## config.mk

```make
export PLATFORM = sky130hd
export DESIGN_NAME = id_ex_elastic_reg_flat
export DESIGN_NICKNAME = d
export VERILOG_FILES = /design/src/rtl/id_ex_elastic_reg_if.sv /design/src/rtl/id_ex_elastic_reg.sv /design/src/flat_wrapper.sv
export SDC_FILE = /design/constraint.sdc
export NUM_CORES = 1
export LEC_CHECK = 0
export BUFFER_PORTS_ARGS = -buffer_cell sky130_fd_sc_hd__buf_2
export CAP_MARGIN = 15
export CORE_UTILIZATION = 56
export CTS_CLUSTER_DIAMETER = 80
export CTS_CLUSTER_SIZE = 12
export DETAILED_ROUTE_END_ITERATION = 8
export HOLD_SLACK_MARGIN = 0.05
export PLACE_DENSITY = 0.83
export SYNTH_ARGS = -nofsm -noshare
export SYNTH_HDL_FRONTEND = slang
export SYNTH_SLANG_ARGS = --single-unit
export TNS_END_PERCENT = 20
```

## constraint.sdc

```tcl
create_clock -name clk -period 4 [get_ports clk]
set_input_delay 0.2 -clock clk [delete_from_list [all_inputs] [get_ports clk]]
set_output_delay 0.2 -clock clk [all_outputs]
set_load 0.005 [all_outputs]
```

## src/rtl/id_ex_elastic_reg_if.sv

```systemverilog
// ID/EX handshake bundle: decode-side entry with valid/ready, EX-side entry
// with valid/ready, squash control and held-entry count.
interface id_ex_elastic_reg_if #(
    parameter int unsigned DATA_W = 8,
    parameter int unsigned RD_W   = 5,
    parameter int unsigned ALU_W  = 3
);
    logic              flush;
    logic              in_valid;
    logic              in_ready;
    logic [ALU_W-1:0]  alu_sig_in;
    logic              wb_in;
    logic [DATA_W-1:0] r1_in;
    logic [DATA_W-1:0] r2_in;
    logic [RD_W-1:0]   rd_in;
    logic              out_valid;
    logic              out_ready;
    logic [ALU_W-1:0]  alu_sig_out;
    logic              wb_out;
    logic [DATA_W-1:0] r1_out;
    logic [DATA_W-1:0] r2_out;
    logic [RD_W-1:0]   rd_out;
    logic [1:0]        occupancy;

    // Driven by the surrounding pipeline (decode + EX)
    modport master (
        output flush, in_valid, alu_sig_in, wb_in, r1_in, r2_in, rd_in, out_ready,
        input  in_ready, out_valid, alu_sig_out, wb_out, r1_out, r2_out, rd_out, occupancy
    );

    // Implemented by the pipeline register itself
    modport slave (
        input  flush, in_valid, alu_sig_in, wb_in, r1_in, r2_in, rd_in, out_ready,
        output in_ready, out_valid, alu_sig_out, wb_out, r1_out, r2_out, rd_out, occupancy
    );
endinterface

```

## src/rtl/id_ex_elastic_reg.sv

```systemverilog
// Elastic ID/EX pipeline register: main output register plus a one-entry skid
// buffer, valid/ready on both sides, synchronous flush, rd==0 write-back gating.
module id_ex_elastic_reg #(
    parameter int unsigned DATA_W       = 8,
    parameter int unsigned RD_W         = 5,
    parameter int unsigned ALU_W        = 3,
    parameter bit          ZERO_RD_NOWB = 1'b1
) (
    input  logic                 clk,
    input  logic                 rst_n,
    id_ex_elastic_reg_if.slave   bus
);

    typedef struct packed {
        logic [ALU_W-1:0]  alu;
        logic              wb;
        logic [DATA_W-1:0] r1;
        logic [DATA_W-1:0] r2;
        logic [RD_W-1:0]   rd;
    } entry_t;

    localparam entry_t ENTRY_ZERO = '0;

    logic   r_main_v;
    logic   r_skid_v;
    logic   r_in_ready;
    logic [1:0] r_occ;
    entry_t r_main;
    entry_t r_skid;

    logic   w_accept;
    logic   w_deliver;
    logic   w_main_v_nxt;
    logic   w_skid_v_nxt;
    entry_t w_main_nxt;
    entry_t w_skid_nxt;
    entry_t w_in_entry;

    // Incoming entry, with write-back suppressed for writes to r0
    always_comb begin
        w_in_entry.alu = bus.alu_sig_in;
        w_in_entry.wb  = bus.wb_in && !(ZERO_RD_NOWB && (bus.rd_in == '0));
        w_in_entry.r1  = bus.r1_in;
        w_in_entry.r2  = bus.r2_in;
        w_in_entry.rd  = bus.rd_in;
    end

    assign w_accept  = bus.in_valid && r_in_ready;
    assign w_deliver = r_main_v && bus.out_ready;

    // Next-state: skid is only ever occupied while main is occupied
    always_comb begin
        w_main_v_nxt = r_main_v;
        w_skid_v_nxt = r_skid_v;
        w_main_nxt   = r_main;
        w_skid_nxt   = r_skid;
        if (bus.flush) begin
            w_main_v_nxt = 1'b0;
            w_skid_v_nxt = 1'b0;
            w_main_nxt   = ENTRY_ZERO;
            w_skid_nxt   = ENTRY_ZERO;
        end else if (!r_main_v) begin
            if (w_accept) begin
                w_main_v_nxt = 1'b1;
                w_main_nxt   = w_in_entry;
            end
        end else if (w_deliver) begin
            if (r_skid_v) begin
                w_main_nxt   = r_skid;
                w_skid_v_nxt = 1'b0;
                w_skid_nxt   = ENTRY_ZERO;
            end else if (w_accept) begin
                w_main_nxt   = w_in_entry;
            end else begin
                w_main_v_nxt = 1'b0;
                w_main_nxt   = ENTRY_ZERO;
            end
        end else if (w_accept) begin
            w_skid_v_nxt = 1'b1;
            w_skid_nxt   = w_in_entry;
        end
    end

    always_ff @(posedge clk or negedge rst_n) begin
        if (!rst_n) begin
            r_main_v   <= 1'b0;
            r_skid_v   <= 1'b0;
            r_in_ready <= 1'b1;
            r_occ      <= 2'd0;
            r_main     <= ENTRY_ZERO;
            r_skid     <= ENTRY_ZERO;
        end else begin
            r_main_v   <= w_main_v_nxt;
            r_skid_v   <= w_skid_v_nxt;
            r_in_ready <= !w_skid_v_nxt;
            r_occ      <= 2'({1'b0, w_main_v_nxt}) + 2'({1'b0, w_skid_v_nxt});
            r_main     <= w_main_nxt;
            r_skid     <= w_skid_nxt;
        end
    end

    assign bus.in_ready    = r_in_ready;
    assign bus.out_valid   = r_main_v;
    assign bus.alu_sig_out = r_main.alu;
    assign bus.wb_out      = r_main.wb;
    assign bus.r1_out      = r_main.r1;
    assign bus.r2_out      = r_main.r2;
    assign bus.rd_out      = r_main.rd;
    assign bus.occupancy   = r_occ;

endmodule
```

## src/flat_wrapper.sv

```systemverilog
// flat-port wrapper written by rule: the top's interface ports become plain ports
module id_ex_elastic_reg_flat 
#(
    parameter int unsigned DATA_W       = 8,
    parameter int unsigned RD_W         = 5,
    parameter int unsigned ALU_W        = 3,
    parameter bit          ZERO_RD_NOWB = 1'b1
)
  (clk, rst_n, bus_flush, bus_in_valid, bus_alu_sig_in, bus_wb_in, bus_r1_in, bus_r2_in, bus_rd_in, bus_out_ready, bus_in_ready, bus_out_valid, bus_alu_sig_out, bus_wb_out, bus_r1_out, bus_r2_out, bus_rd_out, bus_occupancy);
  id_ex_elastic_reg_if #(.DATA_W(DATA_W), .RD_W(RD_W), .ALU_W(ALU_W)) bus_i ();
  input  logic clk;
  input  logic rst_n;
  input wire logic [$bits(bus_i.flush)-1:0] bus_flush;
  input wire logic [$bits(bus_i.in_valid)-1:0] bus_in_valid;
  input wire logic [$bits(bus_i.alu_sig_in)-1:0] bus_alu_sig_in;
  input wire logic [$bits(bus_i.wb_in)-1:0] bus_wb_in;
  input wire logic [$bits(bus_i.r1_in)-1:0] bus_r1_in;
  input wire logic [$bits(bus_i.r2_in)-1:0] bus_r2_in;
  input wire logic [$bits(bus_i.rd_in)-1:0] bus_rd_in;
  input wire logic [$bits(bus_i.out_ready)-1:0] bus_out_ready;
  output wire logic [$bits(bus_i.in_ready)-1:0] bus_in_ready;
  output wire logic [$bits(bus_i.out_valid)-1:0] bus_out_valid;
  output wire logic [$bits(bus_i.alu_sig_out)-1:0] bus_alu_sig_out;
  output wire logic [$bits(bus_i.wb_out)-1:0] bus_wb_out;
  output wire logic [$bits(bus_i.r1_out)-1:0] bus_r1_out;
  output wire logic [$bits(bus_i.r2_out)-1:0] bus_r2_out;
  output wire logic [$bits(bus_i.rd_out)-1:0] bus_rd_out;
  output wire logic [$bits(bus_i.occupancy)-1:0] bus_occupancy;
  assign bus_i.flush = bus_flush;
  assign bus_i.in_valid = bus_in_valid;
  assign bus_i.alu_sig_in = bus_alu_sig_in;
  assign bus_i.wb_in = bus_wb_in;
  assign bus_i.r1_in = bus_r1_in;
  assign bus_i.r2_in = bus_r2_in;
  assign bus_i.rd_in = bus_rd_in;
  assign bus_i.out_ready = bus_out_ready;
  assign bus_in_ready = bus_i.in_ready;
  assign bus_out_valid = bus_i.out_valid;
  assign bus_alu_sig_out = bus_i.alu_sig_out;
  assign bus_wb_out = bus_i.wb_out;
  assign bus_r1_out = bus_i.r1_out;
  assign bus_r2_out = bus_i.r2_out;
  assign bus_rd_out = bus_i.rd_out;
  assign bus_occupancy = bus_i.occupancy;
  id_ex_elastic_reg #(.DATA_W(DATA_W), .RD_W(RD_W), .ALU_W(ALU_W), .ZERO_RD_NOWB(ZERO_RD_NOWB)) u_core (.clk(clk), .rst_n(rst_n), .bus(bus_i));
endmodule
```

# Word level (Yosys, flattened, before mapping)
# Index checks and enable logic that the tools add are counted.
# op_classes
addsub	1
n_eq_ne	2
mux	19
reduce_logical	11
# op_table
op	n
25-bit two-way mux	10
1-bit two-way mux	9
3-bit nonzero test	2
5-bit zero test	1
1-bit logical AND	3
3-bit by 2-bit != test with 1-bit output, second input constant	1
3-bit != test, second input constant	1
3-bit AND reduction	1
1-bit by 1-bit adder with 2-bit output	1
1-bit zero test	2
2-bit AND reduction	1
2-bit nonzero test	1
# totals
register_bits	55
in_bits	30
elab_cells	47

# Logic depth before layout (Yosys ltp)
# Gate-level depths: netlist (run 1).
# depth
depth_word	8
ltp_mapped	5

# Worst setup path after synthesis (run 1)
# No wires, ideal clock.
# synth_path
path_kind	register to register
start	register u_core.r_in_ready, in the netlist u_core.bus.in_ready
end	register u_core.r_main, in the netlist u_core.bus.wb_out
setup_time_ps	96
arrival_ps	1285
required_time_ps	3904
slack_ps	2619
path_stages_with_launch	4
path_cell_list	dfstp_2 -> nand2_1 -> a211o_4 -> o32ai_2
# synth_via
elab_chain_cells	6
elab_cells_between_ends	8
# synth_rtl
element	line	rtl
from (decl)	id_ex_elastic_reg.sv:26	logic r_in_ready;
from (signal assigned)	id_ex_elastic_reg.sv:95	r_in_ready <= !w_skid_v_nxt;
1-bit logical AND *	id_ex_elastic_reg.sv:48	assign w_accept = bus.in_valid && r_in_ready;
25-bit two-way mux	id_ex_elastic_reg.sv:72	end else if (w_accept) begin
25-bit two-way mux	id_ex_elastic_reg.sv:68	if (r_skid_v) begin
25-bit two-way mux	id_ex_elastic_reg.sv:67	end else if (w_deliver) begin
25-bit two-way mux	id_ex_elastic_reg.sv:62	end else if (!r_main_v) begin
25-bit two-way mux	id_ex_elastic_reg.sv:57	if (bus.flush) begin
to (signal assigned)	id_ex_elastic_reg.sv:97	r_main <= w_main_nxt;
to (decl)	id_ex_elastic_reg.sv:28	entry_t r_main;
# Every way passes the cells marked *; elsewhere a longest branch is shown, timed or not. The select of a mux whose other input is x is not followed.
# A chain may end at the register's enable or synchronous reset.

# Final worst setup path (run 1)
# layout_path
start	register u_core.r_main_v, in the netlist u_core.bus.out_valid
end	register u_core.r_skid[1] (netlist name)
# layout_via
elab_chain_cells	4
elab_cells_between_ends	8
# layout_rtl
element	line	rtl
from (decl)	id_ex_elastic_reg.sv:24	logic r_main_v;
from (signal assigned)	id_ex_elastic_reg.sv:93	r_main_v <= w_main_v_nxt;
1-bit logical AND	id_ex_elastic_reg.sv:49	assign w_deliver = r_main_v && bus.out_ready;
25-bit two-way mux	id_ex_elastic_reg.sv:67	
25-bit two-way mux	id_ex_elastic_reg.sv:62	
25-bit two-way mux	id_ex_elastic_reg.sv:57	
to (signal assigned)	id_ex_elastic_reg.sv:98	r_skid <= w_skid_nxt;
to (decl)	id_ex_elastic_reg.sv:29	entry_t r_skid;
# Several ways; a longest one is shown, not always the timed one. The select of a mux whose other input is x is not followed.

==> results of run 1 <==
==> sequential cells by signal, indices dropped and copies added, names as in the netlist <==
signal / count
u_core.bus.in_ready: 1
u_core.bus.occupancy: 2
u_core.bus.wb_out: 1
u_core.bus.r2_out: 8
u_core.bus.r1_out: 8
u_core.bus.out_valid: 1
u_core.bus.alu_sig_out: 3
u_core.r_skid: 25
u_core.r_skid_v: 1
u_core.bus.rd_out: 5
==> how the worst min path moves through the flow <==
stage | endpoint | start
finish | u_core.r_skid[20] | bus_r1_in[7]
global route | u_core.r_skid[11] | bus_r2_in[6]
CTS | u_core.r_skid[20] | bus_r1_in[7]
detailed placement | u_core.bus.r1_out[7] | rst_n
global placement | u_core.bus.r1_out[7] | rst_n
floorplan | u_core.bus.alu_sig_out[0] | rst_n
==> area by class of cell <==
type                            count  area share (%)
Clock buffer                        7            2.80
Clock inverter                      1           0.183
Inverter                            4           0.550
Multi-Input combinational cell     95            32.4
Sequential cell                    55            50.5
Tap cell                           50            2.29
Timing Repair Buffer               60            11.3
==> Yosys cell counts, drive strengths merged, types with 2 or more instances <==
master    n
nand2     2
clkbuf    2
and3      2
inv       4
mux2i    25
buf      11
a21oi     2
dfrtp    54
o2bb2ai  24
o21ai     4
a32o     25
==> through the flow <==
stage	worst slack, ns	total power, uW	area, um2	instances
2_1_floorplan	2.62	676	2370	167
3_3_place_gp	2.21	734	2640	263
3_5_place_dp	2.11	736	2640	263
4_1_cts	2.11	1030	2730	272
5_1_grt	1.98	1070	2730	272
6_report	2.11	1020	2730	272
==> routing by layer <==
layer	wire length, um	global-route usage (%)	vias up	part of all wire [%]
met5	0	0	-	0
met4	59	7.98	0	1.2
met3	217	5.82	6	4.5
met2	2270	34.4	47	47
met1	2260	32.0	820	47
li1	-	-	765	-
==> cell usage in the layout (no fill, tap or decap), drive strengths merged <==
master,netlist,final
nor3,1,1
and3,2,2
dfrtp,54,54
dfstp,1,1
o21ai,4,4
buf,11,59
a211o,1,1
clkinv,0,1
o32ai,1,1
a32o,25,25
nand2,2,2
clkbuf,2,7
o21a,1,1
nor2,1,1
nor3b,1,1
a21boi,1,1
mux2i,25,25
inv,4,4
and3b,1,1
ha,1,1
and2b,1,1
a21oi,2,2
and2,1,1
o2bb2ai,24,24
dlygate4sd3,0,1
==> where the power goes <==
part / switching, uW / internal, uW / total (uW)
Combinational: 71.2 / 53.8 / 125
Sequential: 16.9 / 584 / 601
Clock: 168 / 123 / 291
==> timing repair <==
item	4_1_cts	5_1_grt
setup endpoints to repair	0	0
hold endpoints to repair	54	0
hold buffers	1	0
==> logic make-up after synthesis <==
group           count (synthesis)
compound gates                 59
flops                          55
mux                            25
buf+inv                        17
simple gates                   10
fa+ha+maj                       1
==> impl_results.md, run 1 <==
- Critical path class: flop to flop
- Die area: 0.00450 mm2
- Worst EP arrival: 2.13 ns
- Synth area leader: dfrtp_1
- Clk slew on worst S/H paths: 0.09 ns
- Initial antenna violation count: 0
- Core area: 0.00403 mm2
- Period minus WS final: 1.89 ns
- Via count: 1638
- Final hold vios: 0
- Post-cts gate resize count: 0
- Initial DRT Pass Iterations: 4
- Slew headroom: 28.9%
- Main area contributors after synthesis: dfrtp_1, a32o_1, mux2i_1
- Hold_ws: 0.116 ns
- Top cell type's share of synthesized area: 57.0%
- CP Buf/Inv Count: 0
- CTS tree: done
- Drt wl/cell: 17.7 um
- Post-synth EDFFs: 0
- Post-route setup TNS: 0 ns
- Post-layout util: 67.7%
- Avg Cell Area, Syn: 14.2 um2
- Final setup viols: 0
- Chip width: 67.1 um
- WL final: 4810 um
- Largest family of logic cells by synthesized area: compound AO/OA/AOI/OAI gates
- Mux cell area share after synthesis: 10.6%
- Status: finished clean
- Gr ovfl total: 0
- Fmax: 529 MHz
- Initial Utilization: 58.9%
- Row Count: 23
- Filler cells: 320
- Crit path cell chain: and2b_1 -> nor3b_4 -> a32o_1
- ANT cells: 0
- Actual slew at the worst max-slew pin: 1.07 ns
- Max Slew Vio Count: 0
- CTS root buffer: clkbuf_8
- CTS sink cnt: 55
- Gate count of the mapped netlist: 167
- Global-route wire length before repair: 7470 um
- Area of the multi-input gates: 885 um2
- Slowest cell on the critical path: nor3b_4
- Synth Flop Type: dfrtp_1
- CP required: 4.24 ns
- Setup crit start kind: flop
- Crit-path max FO: 25
- Worst Setup End Kind: flop
- Iteration-0 DRC count of the detailed router: 172
- CP Depth: 3
- Vert. Die Dim: 67.1 um
- Seq. cell area: 0.00138 mm2
- Nets: 252
- RSZ-0062 raised after global routing: no
- # DRC: 0
- I/O pin total: 59
- Reg2reg start: u_core.bus.out_valid
- Clock Latency Late Sink: 0.31 ns
- Worst hold path stage count: 2
- Synth Area in Compound Gates: 22.9%
- RD Place Congestion: 0.721
- Post-Syn Area: 0.00237 mm2
- CP max stage delay: 0.86 ns
- Cell family contributing the most delay on the critical path: simple AND/OR/NAND/NOR gates
- Unique cell type count in the Yosys netlist: 27
- Share of cells above drive strength 1: 32.4%
- Synth Area in Simple Gates: 3.32%
- Pwr Density: 373 mW/mm2
- Postcts setup bufs: 0
- Synth Area in Adders: 0.528%
- H-tree depth: 2
- Average vias per placed instance: 6.02
- DP HPWL: 2990 um
- Clock buffer count from CTS: 5
- P_leak: 0.00150 uW
- Crit. Startpoint: u_core.bus.out_valid
- Register-to-Register Path Depth: 3
- Post-route ant nets: 0
- Area Growth Syn to Fin: 15.1%
- Peak supply drop: 0.240 mV
- Final Cycle Share: 47.3%
- Reg2reg setup slack: 2.11 ns
- Vias in the first global route: 1503
- Asr flop ratio synth: 100%
- Skew final: 0.00408 ns
- Largest net degree at the start of global routing: 56
- GRT Overall Usage: 23.0%
- Max-cap violations: 0
- Seq/Total Area, Yosys: 58.1%
- Synth Register Bits: 55
- Critical path endpoint: u_core.r_skid[1]
- Hold Crit Class: input port to flop
- Port buffer count: 58
- Post-Synth XOR/XNOR Area: 0%
- Clock Path Buffers: 2
- R2r endpoint: u_core.r_skid[1]
- Syn nets: 198
- Ys Warns: 0
Note: power is estimated with default switching activity, not from simulation.
==> inputs of run 2 (changes only) <==
CORE_UTILIZATION = 47   (was 56)
PLACE_DENSITY = 0.75   (was 0.83)
clock period = 1.6 ns   (was 4 ns; I/O delays follow)
==> run 2 against run 1 <==
  * Register-to-register slack got worse by 2.1 ns
  * Combinational power grew to 3.4 times the previous value
  * Sequential share of layout area decreased by 7.2 points
  * Sequential power rose by 150%
  * Clock power rose to 2.5 times the previous value
  * Largest power group unchanged
==> impl_results.md, run 2 (synthesis gave the netlist of run 1 again) <==
- Fmax: 628 MHz
- Reg2reg setup slack: 0.007 ns
- Initial antenna violation count: 0
- Most flop-heavy register: u_core.r_skid
- Hold Startpoint: bus_flush
- Final Cycle Share: 99.5%
- Post-route ant nets: 0
- Worst EP arrival: 1.81 ns
- Average vias per placed instance: 5.56
- I/O pin total: 59
- Clk slew on worst S/H paths: 0.09 ns
- Clock buffer count from CTS: 5
- Worst hold path stage count: 2
- Filler cells: 374
- GRT Overall Usage: 21.6%
- Critical path class: flop to flop
- Vias in the first global route: 1775
- Gr ovfl total: 0
- Slew headroom: 41.0%
- RSZ-0062 raised after global routing: yes
- Final setup viols: 0
- Worst Setup End Kind: flop
- # DRC: 0
- Chip width: 73.0 um
- Die area: 0.00533 mm2
- WL final: 5500 um
- Final hold vios: 0
- DP HPWL: 3270 um
- Drt wl/cell: 16.9 um
- Pwr Density: 835 mW/mm2
- Seq pwr share: 56.4%
- ANT cells: 0
- Actual slew at the worst max-slew pin: 0.884 ns
- Max reg flops: 25
- Period minus WS final: 1.59 ns
- RD Place Congestion: 0.735
- Global-route wire length before repair: 8670 um
- Skew final: 0.00196 ns
- Max Slew Vio Count: 0
- CP required: 1.82 ns
- Port buffer count: 58
- Via count: 1806
- Setup crit start kind: flop
- Vert. Die Dim: 73.0 um
- Max-cap violations: 0
- Status: finished clean
- Iteration-0 DRC count of the detailed router: 118
- Clock Path Buffers: 2
- H-tree depth: 2
- Combinational power share: 16.2%
- Share of cells above drive strength 1: 34.5%
- Commonest cells after routing, fill and taps aside: buf_2, dfrtp_1, mux2i_1, a32o_1, dlygate4sd3_1
- R2r endpoint: u_core.bus.r2_out[6]
- Register-to-Register Path Depth: 5
- Crit-path max FO: 12
- Post-route setup TNS: 0 ns
- Internal: 1980 uW
- Reg2reg start: u_core.bus.in_ready
- Hold_ws: 0.142 ns
- Area Growth Syn to Fin: 34.2%
- Row Count: 25
- Hold Crit Class: input port to flop
- Core area: 0.00479 mm2
- Largest net degree at the start of global routing: 33
- P_sw: 674 uW
- CTS root buffer: clkbuf_8
- Initial DRT Pass Iterations: 7
- Nets: 288
- Hold Path End: u_core.bus.out_valid
- Commonest non-fill, non-tap cell in the layout: buf_2
- P_leak: 0.00170 uW
- CTS tree: done
- Initial Utilization: 49.5%
- Peak supply drop: 0.623 mV
- CTS sink cnt: 55
- Switch share: 25.3%
- Clock Latency Late Sink: 0.29 ns
- Power share of the clock group: 27.4%
-- run 2: power groups by stage --
| stage | clock (uW) | combinational [uW] | sequential (uW) |
|---|---|---|---|
| finish | 728 | 429 | 1500 |
| detailed placement | 0 | 350 | 1520 |
| CTS | 740 | 422 | 1500 |
| floorplan | 0 | 163 | 1530 |
| global placement | 0 | 344 | 1520 |
| global route | 800 | 470 | 1510 |
-- run 2: final cells by class --
| class | instances | area, um2 | share of cell area, % |
|---|---|---|---|
| multi-input cells | 96 | 943 | 29.7 |
| well taps | 67 | 83.8 | 2.63 |
| repair buffers | 95 | 681 | 21.4 |
| clock buffers | 7 | 76.3 | 2.40 |
| clock inverters | 1 | 5.00 | 0.157 |
| inverters | 4 | 15.0 | 0.472 |
| flip-flops and latches | 55 | 1380 | 43.3 |
-- run 2: worst max path at each step --
stage / from / to / slack [ns] / cells past startpoint
after floorplan: u_core.bus.in_ready / u_core.bus.wb_out / 0.22 / 3
after global placement: u_core.bus.in_ready / u_core.r_skid[4] / -0.17 / 3
after detailed placement: u_core.bus.in_ready / u_core.r_skid[15] / -0.21 / 3
after CTS: u_core.bus.in_ready / u_core.bus.r2_out[6] / 0.005 / 5
after global routing: u_core.bus.in_ready / u_core.bus.r2_out[3] / -0.03 / 5
final: u_core.bus.in_ready / u_core.bus.r2_out[6] / 0.007 / 5
-- run 2: worst max-delay path, cell delays in order, from the launching register on --
cell,delay [ns]
dfstp_2,0.58
nand2_4,0.09
buf_4,0.16
a211o_4,0.38
buf_12,0.17
o2bb2ai_1,0.15
-- run 2: repair_timing --
action	CTS	global route
cloned	1	0
buffers inserted	2	0
endpoints found under the hold margin	46	0
endpoints found under the setup margin	27	38
resized for setup	3	5
hold buffers	25	0
pin swaps	2	2
-- run 2: routing by layer --
metal	share of wire [%]	GRT usage (%)	vias to the layer above
met2	50	36.1	58
met3	4.6	4.56	4
met1	45	29.2	901
li1	-	-	843
met4	0.69	4.14	0
met5	0	0	-
-- run 2: per-stage QoR --
step	cell area [um2]	utilization (%)	total power (uW)	setup slack, ns	std cells
floorplan	2370	-	1690	0.219	167
global placement	2750	57.5	1870	-0.168	289
detailed placement	2750	57.5	1870	-0.213	289
CTS	3150	65.9	2660	0.00530	325
global route	3180	66.5	2780	-0.0300	325
finish	3180	66.5	2660	0.00720	325
==> inputs of run 3 (changes only) <==
ABC_AREA = 1   (was not set)
CORE_UTILIZATION = 49   (was 47)
PLACE_DENSITY = 0.76   (was 0.75)
==> run 3 against run 2 <==
  * Setup slack improved by 0.17 ns
  * First-iteration DRC count is 24% higher
  * Clock skew up 0.0037 ns
  * Core utilization fell by 2.4 points
  * Critical path type unchanged
  * Critical endpoint is now u_core.r_skid[7]
==> impl_results.md, run 3 <==
- Nets: 434
- Actual slew at the worst max-slew pin: 0.292 ns
- Gate count of the mapped netlist: 325
- Drt wl/cell: 11.4 um
- Post-synth EDFFs: 0
- Initial Utilization: 52.0%
- Register-to-Register Path Depth: 5
- Post-route ant nets: 0
- RD Place Congestion: 0.861
- CTS tree: done
- Unique cell type count in the Yosys netlist: 22
- Seq/Total Area, Yosys: 50.6%
- RSZ-0062 raised after global routing: no
- Chip width: 76.5 um
- Pwr Density: 878 mW/mm2
- Synth area leader: dfrtp_1
- Main area contributors after synthesis: dfrtp_1, nand2_1, o21ai_2
- Average vias per placed instance: 4.77
- Port buffer count: 58
- Avg Cell Area, Syn: 8.37 um2
- Max Slew Vio Count: 0
- Asr flop ratio synth: 100%
- Status: finished clean
- Global-route wire length before repair: 9780 um
- Initial DRT Pass Iterations: 4
- H-tree depth: 2
- Synth Register Bits: 55
- Critical path class: flop to flop
- Skew final: 0.00567 ns
- Die area: 0.00586 mm2
- Slew headroom: 80.5%
- Top cell type's share of synthesized area: 49.7%
- Syn nets: 356
- Final hold vios: 0
- Final setup viols: 0
- ANT cells: 0
- Via count: 2261
- P_leak: 0.00198 uW
- Clock Latency Late Sink: 0.31 ns
- Final Cycle Share: 88.8%
- Worst Setup End Kind: flop
- Hold Crit Class: input port to flop
- I/O pin total: 59
- Max reg flops: 25
- Setup crit start kind: flop
- Initial antenna violation count: 0
- Clock buffer count from CTS: 5
- WL final: 5420 um
- Commonest non-fill, non-tap cell in the layout: nand2_1
- Ys Warns: 0
- Synth Flop Type: dfrtp_1
- Most frequent cell after synthesis: nand2_1
- CP required: 1.84 ns
- Fmax: 704 MHz
- Clock Path Buffers: 2
- Largest net degree at the start of global routing: 56
- Period minus WS final: 1.42 ns
- GRT Overall Usage: 21.0%
- Max-cap violations: 0
- Core area: 0.00524 mm2
- Crit-path max FO: 12
- CTS root buffer: clkbuf_8
- Row Count: 26
- Post-route setup TNS: 0 ns
- Vert. Die Dim: 76.5 um
- Synth top cells by count: nand2_1, dfrtp_1, inv_1, o21ai_2, o21ai_0
- Post-Syn Area: 0.00272 mm2
- Share of cells above drive strength 1: 27.7%
- Area Growth Syn to Fin: 23.3%
- DP HPWL: 3620 um
- Commonest cells after routing, fill and taps aside: nand2_1, buf_2, dfrtp_1
- Iteration-0 DRC count of the detailed router: 146
- Hold_ws: 0.0634 ns
- Gr ovfl total: 0
- CTS sink cnt: 55
- Vias in the first global route: 2311
- # DRC: 0
- Clk slew on worst S/H paths: 0.09 ns
- Worst hold path stage count: 3
- Worst EP arrival: 1.66 ns
- Peak supply drop: 0.642 mV
- Most flop-heavy register: u_core.r_skid
[run 3: changes by cell type after synthesis, sizes merged, moves of 5 or more]
cell     delta
mux2i      -25
inv        +50
nand2     +134
nand3       +6
nor2        +5
o21ai      +46
o2bb2ai    -24
a32o       -25
[run 3: final timing paths]
check | to | start | slack [ns]
max | u_core.r_skid[7] | u_core.bus.in_ready | 0.18
min | u_core.r_skid[20] | bus_r1_in[7] | 0.06
max reg2reg | u_core.r_skid[7] | u_core.bus.in_ready | 0.18
min reg2reg | u_core.bus.r1_out[3] | u_core.bus.r1_out[3] | 0.48
max in group asynchronous | u_core.bus.in_ready | rst_n | 1.03
min in group asynchronous | u_core.r_skid[10] | rst_n | 0.29
[run 3: what timing repair did]
| action | 4_1_cts | 5_1_grt |
|---|---|---|
| resized for setup | 1 | 1 |
| hold endpoints to repair | 75 | 0 |
| setup buffers | 0 | 0 |
| setup endpoints to repair | 3 | 1 |
| hold buffers | 21 | 0 |
[run 3: stage by stage]
step	cells	setup WS (ns)	instance area [um2]	util (%)	power, uW
after floorplan	325	0.330	2720	-	1990
after global placement	445	0.112	3060	58.4	2180
after detailed placement	445	0.00284	3060	58.4	2200
after CTS	474	0.127	3350	64.0	2980
after global routing	474	0.0796	3360	64.1	3130
final	474	0.180	3360	64.1	2950
[run 3: cell type report]
cell class,instances,area (um2)
fillers,456,1880
flip-flops and latches,55,1380
multi-input cells,202,1020
inverters,54,203
well taps,70,87.6
repair buffers,85,583
clock buffers,8,80.1
[run 3: per-layer routing]
layer | vias up | track usage (%) | part of all wire [%]
met5 | - | 0 | 0
met2 | 64 | 36.9 | 49
li1 | 1133 | - | -
met4 | 0 | 10.0 | 2.7
met3 | 15 | 4.43 | 4.2
met1 | 1049 | 24.2 | 44
[run 3: critical path, cell delays in order, from the launching register on]
cell and delay [ns]:
dfstp_2 0.54, nand2_1 0.13, nand3_4 0.15, nand3_4 0.18, buf_4 0.24, o21ai_2 0.11
[run 3: power breakdown]
group	switching, uW	internal, uW	leakage (uW)
clock	424	312	0.0000395
combinational	331	254	0.00122
sequential	86.0	1540	0.000723
total	841	2110	0.00198
[run 3: cells by family after synthesis]
logic type	Yosys count	share of synthesized area, %
AND/OR/NAND/NOR	150	23.7
buffers and inverters	68	12.0
adder cells (fa/ha/maj)	1	0.460
AO/OA/AOI/OAI	51	13.2
flip-flops	55	50.6
